==> config.mk <==
export PLATFORM = sky130hd
export DESIGN_NAME = sram_access_arbiter_flat
export DESIGN_NICKNAME = d
export VERILOG_FILES = /design/src/rtl/sram_access_arbiter_if.sv /design/src/rtl/sram_access_arbiter.sv /design/src/flat_wrapper.sv
export SDC_FILE = /design/constraint.sdc
export NUM_CORES = 1
export LEC_CHECK = 0
export ABC_AREA = 1
export BUFFER_PORTS_ARGS = -buffer_cell sky130_fd_sc_hd__buf_4
export CAP_MARGIN = 20
export CORE_MARGIN = 2
export CORE_UTILIZATION = 33
export CTS_CLUSTER_SIZE = 25
export DETAILED_ROUTE_END_ITERATION = 16
export PLACE_DENSITY_LB_ADDON = 0.12
export SKIP_CTS_REPAIR_TIMING = 1
export SYNTH_ARGS = -nofsm -noshare
export SYNTH_HDL_FRONTEND = slang
export SYNTH_SLANG_ARGS = --single-unit
==> constraint.sdc <==
create_clock -name Clock -period 1.65 [get_ports Clock]
set_input_delay 0.495 -clock Clock [delete_from_list [all_inputs] [get_ports Clock]]
set_output_delay 0.495 -clock Clock [all_outputs]
set_load 0.05 [all_outputs]
==> src/rtl/sram_access_arbiter_if.sv <==
// Bus bundle between the SRAM access arbiter and its surroundings.
// It carries the 68k CPU request/data path, the DMA master port and the SRAM
// chip interface. The arbiter uses the slave view. The master view is the
// decoder/CPU/DMA/SRAM side.
interface sram_access_arbiter_if;
  // 68k CPU side
  logic        CpuReq_H;
  logic [16:0] CpuAddress;
  logic        CpuRead_H;
  logic        CpuUDS_L;
  logic        CpuLDS_L;
  logic [15:0] CpuWriteData;
  logic [15:0] CpuReadData;
  logic        CpuDtack_L;
  // DMA / video master side
  logic        DmaReq_H;
  logic [16:0] DmaAddress;
  logic        DmaWrite_H;
  logic [15:0] DmaWriteData;
  logic [15:0] DmaReadData;
  logic        DmaAck_H;
  // SRAM chips
  logic [14:0] SramAddress;
  logic [3:0]  SramBlock_H;
  logic        SramOE_L;
  logic        SramWE_L;
  logic        SramUB_L;
  logic        SramLB_L;
  logic [15:0] SramDataOut;
  logic        SramDataOutEn_H;
  logic [15:0] SramDataIn;

  modport slave (
    input  CpuReq_H, CpuAddress, CpuRead_H, CpuUDS_L, CpuLDS_L, CpuWriteData,
    input  DmaReq_H, DmaAddress, DmaWrite_H, DmaWriteData,
    input  SramDataIn,
    output CpuReadData, CpuDtack_L,
    output DmaReadData, DmaAck_H,
    output SramAddress, SramBlock_H, SramOE_L, SramWE_L, SramUB_L, SramLB_L,
    output SramDataOut, SramDataOutEn_H
  );

  modport master (
    output CpuReq_H, CpuAddress, CpuRead_H, CpuUDS_L, CpuLDS_L, CpuWriteData,
    output DmaReq_H, DmaAddress, DmaWrite_H, DmaWriteData,
    output SramDataIn,
    input  CpuReadData, CpuDtack_L,
    input  DmaReadData, DmaAck_H,
    input  SramAddress, SramBlock_H, SramOE_L, SramWE_L, SramUB_L, SramLB_L,
    input  SramDataOut, SramDataOutEn_H
  );
endinterface

==> src/rtl/sram_access_arbiter.sv <==
// SRAM access arbiter. It shares the 4-block SRAM between the 68k CPU and a
// DMA/video master. It sequences IDLE -> SETUP -> ACCESS -> DONE -> RECOVER,
// holds OE_L/WE_L low for ACCESS_CYCLES clocks (legal 1..15), returns DTACK to
// the CPU and a one-cycle acknowledge to DMA.
//
// Every output is a flop. Each _d value is the value the output takes in the
// next state, so strobes line up exactly with the state they belong to.
//
// Optional macro SRAM_RR_ARB_EN: round-robin arbitration on simultaneous
// requests. Without it the CPU always wins a tie.
module sram_access_arbiter #(
  parameter int unsigned ACCESS_CYCLES = 2
) (
  input logic                   Clock,
  input logic                   Reset_H,
  sram_access_arbiter_if.slave  bus
);

  typedef enum logic [2:0] {
    S_IDLE,
    S_SETUP,
    S_ACCESS,
    S_DONE,
    S_RECOVER
  } state_t;

  localparam logic       OWNER_CPU = 1'b0;
  localparam logic       OWNER_DMA = 1'b1;
  localparam logic [3:0] ACC_LAST  = 4'(ACCESS_CYCLES - 1);

  state_t      state_q, state_d;
  logic [3:0]  cnt_q, cnt_d;
  logic        owner_q, owner_d;
  logic        write_q, write_d;
  logic [14:0] sram_addr_q, sram_addr_d;
  logic [3:0]  block_q, block_d;
  logic        oe_l_q, oe_l_d;
  logic        we_l_q, we_l_d;
  logic        ub_l_q, ub_l_d;
  logic        lb_l_q, lb_l_d;
  logic [15:0] dout_q, dout_d;
  logic        dout_en_q, dout_en_d;
  logic [15:0] cpu_rdata_q, cpu_rdata_d;
  logic [15:0] dma_rdata_q, dma_rdata_d;
  logic        dtack_l_q, dtack_l_d;
  logic        ack_q, ack_d;
`ifdef SRAM_RR_ARB_EN
  logic        last_owner_q, last_owner_d;
`endif

  logic        grant_dma;
  logic [16:0] sel_addr;
  logic        sel_write;
  logic [15:0] sel_wdata;
  logic        sel_ub_l;
  logic        sel_lb_l;
  logic        unused_addr_lsb;

  // Arbitration: pick which requester gets the SRAM when IDLE sees a request.
`ifdef SRAM_RR_ARB_EN
  // On a tie, DMA wins only if the CPU owned the previous access.
  assign grant_dma = bus.DmaReq_H && (!bus.CpuReq_H || (last_owner_q == OWNER_CPU));
`else
  assign grant_dma = bus.DmaReq_H && !bus.CpuReq_H;
`endif

  // Winner's transaction fields, latched on the IDLE -> SETUP transition.
  // The DMA port always moves full words.
  assign sel_addr        = grant_dma ? bus.DmaAddress   : bus.CpuAddress;
  assign sel_write       = grant_dma ? bus.DmaWrite_H   : !bus.CpuRead_H;
  assign sel_wdata       = grant_dma ? bus.DmaWriteData : bus.CpuWriteData;
  assign sel_ub_l        = grant_dma ? 1'b0 : bus.CpuUDS_L;
  assign sel_lb_l        = grant_dma ? 1'b0 : bus.CpuLDS_L;
  // Byte address bit 0 has no meaning on a 16-bit word bus.
  assign unused_addr_lsb = sel_addr[0];

  // Next-state and next-output logic for the access sequencer.
  always_comb begin
    state_d     = state_q;
    cnt_d       = cnt_q;
    owner_d     = owner_q;
    write_d     = write_q;
    sram_addr_d = sram_addr_q;
    block_d     = block_q;
    oe_l_d      = oe_l_q;
    we_l_d      = we_l_q;
    ub_l_d      = ub_l_q;
    lb_l_d      = lb_l_q;
    dout_d      = dout_q;
    dout_en_d   = dout_en_q;
    cpu_rdata_d = cpu_rdata_q;
    dma_rdata_d = dma_rdata_q;
    dtack_l_d   = dtack_l_q;
    ack_d       = 1'b0;
`ifdef SRAM_RR_ARB_EN
    last_owner_d = last_owner_q;
`endif

    unique case (state_q)
      S_IDLE: begin
        if (bus.CpuReq_H || bus.DmaReq_H) begin
          state_d     = S_SETUP;
          owner_d     = grant_dma ? OWNER_DMA : OWNER_CPU;
          write_d     = sel_write;
          // Bit 15 selects the block, so it is cleared from the word offset.
          sram_addr_d = {1'b0, sel_addr[14:1]};
          block_d     = 4'b0001 << sel_addr[16:15];
          ub_l_d      = sel_ub_l;
          lb_l_d      = sel_lb_l;
          dout_d      = sel_wdata;
          dout_en_d   = sel_write;
`ifdef SRAM_RR_ARB_EN
          last_owner_d = grant_dma ? OWNER_DMA : OWNER_CPU;
`endif
        end
      end

      S_SETUP: begin
        state_d = S_ACCESS;
        cnt_d   = ACC_LAST;
        oe_l_d  = write_q;
        we_l_d  = !write_q;
      end

      S_ACCESS: begin
        if (cnt_q == 4'd0) begin
          state_d   = S_DONE;
          oe_l_d    = 1'b1;
          we_l_d    = 1'b1;
          ub_l_d    = 1'b1;
          lb_l_d    = 1'b1;
          block_d   = 4'b0000;
          dout_en_d = 1'b0;
          if (!write_q) begin
            if (owner_q == OWNER_DMA) dma_rdata_d = bus.SramDataIn;
            else                      cpu_rdata_d = bus.SramDataIn;
          end
          if (owner_q == OWNER_DMA) ack_d     = 1'b1;
          // A CPU that already gave up the cycle gets no DTACK at all.
          else                      dtack_l_d = !bus.CpuReq_H;
        end else begin
          cnt_d = cnt_q - 4'd1;
        end
      end

      S_DONE: begin
        // Hold DTACK until the 68k releases its request.
        if (owner_q == OWNER_DMA || dtack_l_q || !bus.CpuReq_H) begin
          state_d   = S_RECOVER;
          dtack_l_d = 1'b1;
        end
      end

      S_RECOVER: begin
        state_d   = S_IDLE;
        dtack_l_d = 1'b1;
      end

      default: state_d = S_IDLE;
    endcase
  end

  // State and output registers. A reset aborts any access in flight.
  always_ff @(posedge Clock) begin
    if (Reset_H) begin
      state_q     <= S_IDLE;
      cnt_q       <= 4'd0;
      owner_q     <= OWNER_CPU;
      write_q     <= 1'b0;
      sram_addr_q <= 15'd0;
      block_q     <= 4'b0000;
      oe_l_q      <= 1'b1;
      we_l_q      <= 1'b1;
      ub_l_q      <= 1'b1;
      lb_l_q      <= 1'b1;
      dout_q      <= 16'd0;
      dout_en_q   <= 1'b0;
      cpu_rdata_q <= 16'd0;
      dma_rdata_q <= 16'd0;
      dtack_l_q   <= 1'b1;
      ack_q       <= 1'b0;
`ifdef SRAM_RR_ARB_EN
      last_owner_q <= OWNER_DMA;
`endif
    end else begin
      state_q     <= state_d;
      cnt_q       <= cnt_d;
      owner_q     <= owner_d;
      write_q     <= write_d;
      sram_addr_q <= sram_addr_d;
      block_q     <= block_d;
      oe_l_q      <= oe_l_d;
      we_l_q      <= we_l_d;
      ub_l_q      <= ub_l_d;
      lb_l_q      <= lb_l_d;
      dout_q      <= dout_d;
      dout_en_q   <= dout_en_d;
      cpu_rdata_q <= cpu_rdata_d;
      dma_rdata_q <= dma_rdata_d;
      dtack_l_q   <= dtack_l_d;
      ack_q       <= ack_d;
`ifdef SRAM_RR_ARB_EN
      last_owner_q <= last_owner_d;
`endif
    end
  end

  assign bus.CpuReadData     = cpu_rdata_q;
  assign bus.CpuDtack_L      = dtack_l_q;
  assign bus.DmaReadData     = dma_rdata_q;
  assign bus.DmaAck_H        = ack_q;
  assign bus.SramAddress     = sram_addr_q;
  assign bus.SramBlock_H     = block_q;
  assign bus.SramOE_L        = oe_l_q;
  assign bus.SramWE_L        = we_l_q;
  assign bus.SramUB_L        = ub_l_q;
  assign bus.SramLB_L        = lb_l_q;
  assign bus.SramDataOut     = dout_q;
  assign bus.SramDataOutEn_H = dout_en_q;

endmodule
==> src/flat_wrapper.sv <==
// flat-port wrapper written by rule: the top's interface ports become plain ports
module sram_access_arbiter_flat 
#(
  parameter int unsigned ACCESS_CYCLES = 2
)
  (Clock, Reset_H, bus_CpuReq_H, bus_CpuAddress, bus_CpuRead_H, bus_CpuUDS_L, bus_CpuLDS_L, bus_CpuWriteData, bus_DmaReq_H, bus_DmaAddress, bus_DmaWrite_H, bus_DmaWriteData, bus_SramDataIn, bus_CpuReadData, bus_CpuDtack_L, bus_DmaReadData, bus_DmaAck_H, bus_SramAddress, bus_SramBlock_H, bus_SramOE_L, bus_SramWE_L, bus_SramUB_L, bus_SramLB_L, bus_SramDataOut, bus_SramDataOutEn_H);
  sram_access_arbiter_if bus_i ();
  input logic Clock;
  input logic Reset_H;
  input wire logic [$bits(bus_i.CpuReq_H)-1:0] bus_CpuReq_H;
  input wire logic [$bits(bus_i.CpuAddress)-1:0] bus_CpuAddress;
  input wire logic [$bits(bus_i.CpuRead_H)-1:0] bus_CpuRead_H;
  input wire logic [$bits(bus_i.CpuUDS_L)-1:0] bus_CpuUDS_L;
  input wire logic [$bits(bus_i.CpuLDS_L)-1:0] bus_CpuLDS_L;
  input wire logic [$bits(bus_i.CpuWriteData)-1:0] bus_CpuWriteData;
  input wire logic [$bits(bus_i.DmaReq_H)-1:0] bus_DmaReq_H;
  input wire logic [$bits(bus_i.DmaAddress)-1:0] bus_DmaAddress;
  input wire logic [$bits(bus_i.DmaWrite_H)-1:0] bus_DmaWrite_H;
  input wire logic [$bits(bus_i.DmaWriteData)-1:0] bus_DmaWriteData;
  input wire logic [$bits(bus_i.SramDataIn)-1:0] bus_SramDataIn;
  output wire logic [$bits(bus_i.CpuReadData)-1:0] bus_CpuReadData;
  output wire logic [$bits(bus_i.CpuDtack_L)-1:0] bus_CpuDtack_L;
  output wire logic [$bits(bus_i.DmaReadData)-1:0] bus_DmaReadData;
  output wire logic [$bits(bus_i.DmaAck_H)-1:0] bus_DmaAck_H;
  output wire logic [$bits(bus_i.SramAddress)-1:0] bus_SramAddress;
  output wire logic [$bits(bus_i.SramBlock_H)-1:0] bus_SramBlock_H;
  output wire logic [$bits(bus_i.SramOE_L)-1:0] bus_SramOE_L;
  output wire logic [$bits(bus_i.SramWE_L)-1:0] bus_SramWE_L;
  output wire logic [$bits(bus_i.SramUB_L)-1:0] bus_SramUB_L;
  output wire logic [$bits(bus_i.SramLB_L)-1:0] bus_SramLB_L;
  output wire logic [$bits(bus_i.SramDataOut)-1:0] bus_SramDataOut;
  output wire logic [$bits(bus_i.SramDataOutEn_H)-1:0] bus_SramDataOutEn_H;
  assign bus_i.CpuReq_H = bus_CpuReq_H;
  assign bus_i.CpuAddress = bus_CpuAddress;
  assign bus_i.CpuRead_H = bus_CpuRead_H;
  assign bus_i.CpuUDS_L = bus_CpuUDS_L;
  assign bus_i.CpuLDS_L = bus_CpuLDS_L;
  assign bus_i.CpuWriteData = bus_CpuWriteData;
  assign bus_i.DmaReq_H = bus_DmaReq_H;
  assign bus_i.DmaAddress = bus_DmaAddress;
  assign bus_i.DmaWrite_H = bus_DmaWrite_H;
  assign bus_i.DmaWriteData = bus_DmaWriteData;
  assign bus_i.SramDataIn = bus_SramDataIn;
  assign bus_CpuReadData = bus_i.CpuReadData;
  assign bus_CpuDtack_L = bus_i.CpuDtack_L;
  assign bus_DmaReadData = bus_i.DmaReadData;
  assign bus_DmaAck_H = bus_i.DmaAck_H;
  assign bus_SramAddress = bus_i.SramAddress;
  assign bus_SramBlock_H = bus_i.SramBlock_H;
  assign bus_SramOE_L = bus_i.SramOE_L;
  assign bus_SramWE_L = bus_i.SramWE_L;
  assign bus_SramUB_L = bus_i.SramUB_L;
  assign bus_SramLB_L = bus_i.SramLB_L;
  assign bus_SramDataOut = bus_i.SramDataOut;
  assign bus_SramDataOutEn_H = bus_i.SramDataOutEn_H;
  sram_access_arbiter #(.ACCESS_CYCLES(ACCESS_CYCLES)) u_core (.Clock(Clock), .Reset_H(Reset_H), .bus(bus_i));
endmodule
==> results.py, run 1 <==
metrics = {
    "pwr": {
        "ir_drop_v": 0.000745,
        "p_per_area_nw_per_um2": 1690,
        "p_leak_nw": 2.53,
    },
    "placement": {
        "dp_hpwl_um": 7500,
        "dp.cells": 814,
        "io_buffer_count": 160,
        "gp_congestion": 0.791,
    },
    "status": {
        "outcome": "finished, final reports clean",
    },
    "sta": {
        "fmax_ghz": 0.671,
        "rsz0062_at_grt": "no",
        "setup_viol": 0,
        "hold_viol_final": 0,
        "period_share": 0.904,
        "timing.setup.tns_ns": 0,
        "skew_ns": 0.0102,
        "drv_slew": 0,
        "fin_crit_ns": 1.49,
    },
    "yosys": {
        "yosysTopAreaCell": "dfxtp_1",
        "syn_area_um2": 3570,
        "synthesis.nets": 617,
        "synthCells": 526,
        "ys_warn_count": 0,
        "syn_area_per_cell_um2": 6.80,
        "yosys-top-cells-area": "dfxtp_1 (46%), nand2_1 (21%), nor2_1 (9.1%)",
        "synth_cell_type_count": 34,
        "synth_top_area_frac": 0.459,
        "synth_seq_cells": 82,
        "ys_seq_area_frac": 0.459,
    },
    "cells_and_area": {
        "drive_above_1_share": 0.299,
        "final_cells": 830,
        "antenna_cells": 0,
        "layout.nets": 776,
        "area_growth_syn_to_layout_pct": 44.2,
        "final_util": 0.482,
    },
    "floorplan": {
        "core.rowCount": 38,
        "die_area_um2": 11700,
        "dieWidth_um": 108,
        "pin_count": 164,
        "core-area_um2": 10700,
        "die_y_um": 108,
        "start_util": 0.334,
    },
    "cts": {
        "cts_htree_levels": 3,
        "clock_sinks": 82,
        "clk_pin_slew_ns": 0.08,
        "cts_tree": "yes",
        "clkLatencyLatePin_ns": 0.35,
        "cts_buffer_depth": 2,
        "numCtsBuffers": 9,
        "cts_root_buf": "clkbuf_8",
    },
    "detailed_routing": {
        "drc": 0,
        "vias_per_cell": 4.50,
        "wl_per_cell_um": 11.8,
        "vias": 3736,
        "wl_um": 9820,
        "ant_nets": 0,
        "drt_pass1_iterations": 4,
        "detail_route.iter0.violations": 219,
    },
    "global_route": {
        "grt_overflow_total": 0,
        "grt_max_degree": 35,
        "grt_usage": 0.169,
        "antenna_found_initial": 0,
        "grt_pass1_wl_um": 15700,
        "grt_pass1_vias": 3470,
    },
    "min_path": {
        "hold_class": "input port to flip-flop",
        "holdPathEnd": "u_core.bus.CpuReadData[13]",
        "min_path_cells": 3,
        "hp-start": "bus_SramDataIn[13]",
    },
    "setup_path": {
        "required_ns": 1.89,
        "critPathKind": "flip-flop to flip-flop",
        "crit_path_max_fanout": 16,
        "ff2ff_setup_slack_ns": 0.16,
        "cp.arrival_ns": 1.73,
        "r2r_end": "u_core.bus.DmaReadData[7]",
        "endpoint_kind": "flip-flop",
        "reg2reg_from": "u_core.cnt_q[0]",
        "cp-start-kind": "flip-flop",
        "r2r_cells": 8,
    },
    "run": {
        "cap_violations": 0,
    },
}
==> state kept, by name, summed over array words and instances (netlist names) <==
register / cells
u_core.state_q: 3
u_core.bus.SramWE_L: 1
u_core.bus.SramLB_L: 1
u_core.bus.SramDataOut: 16
u_core.bus.DmaAck_H: 1
u_core.write_q: 1
u_core.bus.DmaReadData: 16
u_core.bus.CpuDtack_L: 1
u_core.bus.SramAddress: 14
u_core.bus.SramUB_L: 1
u_core.owner_q: 1
u_core.bus.SramDataOutEn_H: 1
u_core.cnt_q: 4
u_core.bus.CpuReadData: 16
u_core.bus.SramOE_L: 1
u_core.bus.SramBlock_H: 4
==> per-stage QoR <==
stage	hold slack [ns]	setup slack [ns]	total power [mW]	cell area, µm²
floorplan	0.452	0.269	5.95	3570
global placement	0.453	0.116	7.18	4930
detailed placement	0.456	0.0792	7.24	4930
CTS	0.371	0.0646	8.74	5130
global route	0.404	0.00539	9.29	5150
finish	0.384	0.159	8.69	5150
==> cells in the mapped netlist, drive strengths merged <==
cell,instances
nand2,203
nor2,91
dfxtp,82
o21ai,38
a21oi,36
inv,22
nand3,17
buf,16
clkbuf,9
a31oi,1
clkinv,1
conb,1
ha,1
nand3b,1
nand4,1
nor3,1
nor4,1
o211ai,1
o21bai,1
o32ai,1
or2,1
==> worst max-delay path by stage <==
stage,startpoint,endpoint,depth (start not counted)
after CTS,u_core.cnt_q[1],u_core.bus.SramLB_L,8
final,u_core.cnt_q[0],u_core.bus.DmaReadData[7],8
after detailed placement,u_core.cnt_q[0],u_core.bus.SramLB_L,8
after global placement,bus_DmaReq_H,u_core.bus.SramLB_L,9
after global routing,u_core.cnt_q[0],u_core.bus.DmaReadData[0],8
after floorplan,u_core.cnt_q[0],u_core.bus.DmaReadData[0],9
==> layout make-up <==
| cell class | count | area, µm² |
|---|---|---|
| fillers | 1104 | 5540 |
| well taps | 140 | 175 |
| clock inverters | 5 | 52.6 |
| flip-flops and latches | 82 | 1640 |
| multi-input cells | 396 | 1700 |
| clock buffers | 11 | 151 |
| inverters | 23 | 96.3 |
| repair buffers | 173 | 1340 |
==> per-layer routing <==
metal	vias to the layer above	wire length, µm	global-route usage
met1	1621	4300	0.201
li1	1970	-	-
met4	0	214	0.0714
met5	-	0	0
met3	16	897	0.0512
met2	129	4410	0.283
==> cells by family after synthesis <==
kind of cell,synth area share
buf+inv,0.0696
other cells,0.00105
flops,0.459
compound gates,0.112
simple gates,0.355
fa+ha+maj,0.00350
==> critical path: stages (launching register included) <==
cell and delay [ns]:
dfxtp_1 0.31, inv_1 0.08, ha_2 0.22, nand2_1 0.13
nor2_1 0.14, nand2_2 0.09, buf_4 0.19, o21ai_0 0.16
nor2_1 0.06
==> power by group <==
group | switching [mW] | internal [mW]
combinational | 3.03 | 1.38
clock | 0.710 | 0.774
sequential | 0.313 | 2.48
total | 4.05 | 4.64
==> cells in the final DEF (no fill, tap or decap), types with 2 or more instances in the layout <==
cell type and count:
nand2_1 199, buf_12 3, o21ai_1 12, nand2_2 2
clkinv_2 3, inv_1 17, inv_2 4, nor2_1 87
buf_4 170, clkbuf_8 11, o21ai_0 26, dfxtp_1 82
nand3_1 15, a21oi_1 36, nor2_2 3
Power figures use the tool's default switching activity.
==> run 2: changes to the inputs <==
==> constraint.sdc (replaced) <==
create_clock -name Clock -period 1.65 [get_ports Clock]
set_input_delay 0.0825 -clock Clock [delete_from_list [all_inputs] [get_ports Clock]]
set_output_delay 0.0825 -clock Clock [all_outputs]
set_load 0.05 [all_outputs]
==> run 2 against run 1 <==
Against the previous run: the flow now finishes with violations (hold timing); combinational power is essentially flat; clock skew shrank 0.0034 ns; critical path depth is the same; maximum frequency is 1.2% higher; total power shrank 0.30%; clock power barely moved; cell area increased by 0.95%; critical endpoint is now u_core.bus.DmaReadData[6]; largest power group unchanged.
==> results.py, run 2 (synthesis results as in run 1) <==
metrics = {
    "sta": {
        "fmax_ghz": 0.679,
        "fin_crit_ns": 1.47,
        "skew_ns": 0.00677,
        "period_share": 0.893,
        "whs_ns": -0.00623,
        "fin_ws_ns": 0.177,
        "hold_viol_final": 4,
        "slew_headroom": 0.652,
        "setup_viol": 0,
        "max_slew.worst_pin.slew_ns": 0.521,
        "drv_slew": 0,
        "timing.setup.tns_ns": 0,
        "rsz0062_at_grt": "no",
    },
    "setup_path": {
        "cpPeakStageDelay_ns": 0.32,
        "cp.arrival_ns": 1.71,
        "crit_path_max_fanout": 16,
        "cp-start-kind": "flip-flop",
        "required_ns": 1.89,
        "crit_chain": "inv_1, ha_2, nand2_2, nor2_1, nand2_2, buf_4, o21ai_0, nor2_1",
        "crit_path_top_delay_cell": "dfxtp_1",
        "critPathKind": "flip-flop to flip-flop",
        "ff2ff_setup_slack_ns": 0.18,
        "reg2reg_from": "u_core.cnt_q[0]",
        "crit_start": "u_core.cnt_q[0]",
        "endpoint_kind": "flip-flop",
    },
    "min_path": {
        "hold_class": "input port to flip-flop",
        "hp-start": "bus_SramDataIn[0]",
    },
    "cells_and_area": {
        "antenna_cells": 0,
        "layout.nets": 779,
        "final_common_cell": "nand2_1",
        "final_cells": 833,
        "area_growth_syn_to_layout_pct": 45.5,
        "final_cell_mix": "nand2_1 (198), buf_4 (164), nor2_1 (87)",
        "drive_above_1_share": 0.289,
    },
    "status": {
        "violations": "hold timing",
        "outcome": "finished with violations",
    },
    "global_route": {
        "grt_pass1_wl_um": 15700,
        "antenna_found_initial": 0,
        "grt_overflow_total": 0,
        "grt_usage": 0.168,
        "grt_max_degree": 38,
        "grt_pass1_vias": 3400,
    },
    "pwr": {
        "swShare": 0.465,
        "power.internal_mw": 4.64,
        "p_per_area_nw_per_um2": 1670,
        "p_leak_nw": 2.54,
        "p_switching_mw": 4.03,
        "share_comb_of_total_power": 0.508,
        "p_seq_frac": 0.322,
        "power_frac_clock": 0.170,
        "ir_drop_v": 0.000689,
    },
    "cts": {
        "cts_tree": "yes",
        "clock_sinks": 82,
        "clk_pin_slew_ns": 0.08,
        "cts_root_buf": "clkbuf_8",
        "cts_htree_levels": 3,
        "cts_buffer_depth": 2,
        "numCtsBuffers": 9,
        "clkLatencyLatePin_ns": 0.34,
    },
    "detailed_routing": {
        "drt_pass1_iterations": 4,
        "ant_nets": 0,
        "detail_route.iter0.violations": 163,
        "vias": 3736,
        "wl_um": 9810,
        "drc": 0,
        "wl_per_cell_um": 11.8,
        "vias_per_cell": 4.48,
    },
    "run": {
        "cap_violations": 0,
    },
    "floorplan": {
        "core.rowCount": 38,
        "die_area_um2": 11700,
        "pin_count": 164,
        "dieWidth_um": 108,
        "core-area_um2": 10700,
        "die_y_um": 108,
        "start_util": 0.334,
    },
    "placement": {
        "gp_congestion": 0.777,
        "io_buffer_count": 160,
        "dp.cells": 809,
        "pre_cts_slack_ns": 0.0912,
        "dp_hpwl_um": 7220,
    },
}
[run 2: worst max-delay path, delay by kind of cell, from the launching register on]
family | cells | cell delay, ns
AND/OR/NAND/NOR | 4 | 0.38
flip-flops | 1 | 0.32
buffers and inverters | 2 | 0.28
adder cells (fa/ha/maj) | 1 | 0.23
AO/OA/AOI/OAI | 1 | 0.18
[run 2: layout make-up]
cell class / count / area (µm²)
fillers: 1093 / 5500
multi-input cells: 396 / 1690
flip-flops and latches: 82 / 1640
repair buffers: 176 / 1390
well taps: 140 / 175
clock buffers: 12 / 155
inverters: 23 / 95.1
clock inverters: 4 / 50.0
[run 2: per-layer routing]
metal | part of all wire | vias up | track usage
li1 | - | 1969 | -
met1 | 0.44 | 1644 | 0.203
met2 | 0.47 | 117 | 0.286
met3 | 0.080 | 6 | 0.0488
met4 | 0.0068 | 0 | 0.0577
met5 | 0 | - | 0
[run 2: stage by stage]
stage	hold WS, ns	util	instance area [µm²]	total power [mW]
5_1_grt	0.00503	0.486	5200	9.26
2_1_floorplan	0.228	-	3570	5.95
4_1_cts	-0.0385	0.477	5110	8.73
3_5_place_dp	0.337	0.458	4900	7.22
3_3_place_gp	0.328	0.458	4900	7.16
6_report	-0.00623	0.486	5200	8.66
[run 2: power groups by stage]
stage	logic (mW)	registers [mW]	clock network [mW]
2_1_floorplan	1.71	4.24	0
3_3_place_gp	4.34	2.82	0
3_5_place_dp	4.38	2.84	0
4_1_cts	4.39	2.80	1.55
5_1_grt	4.77	2.86	1.62
6_report	4.40	2.79	1.48
[run 2: path summary, 6_finish.rpt]
path	to	cells past startpoint
max reg2reg	u_core.bus.DmaReadData[6]	8
max	u_core.bus.DmaReadData[6]	8
min	u_core.bus.DmaReadData[0]	3
min reg2reg	u_core.bus.SramDataOut[14]	2
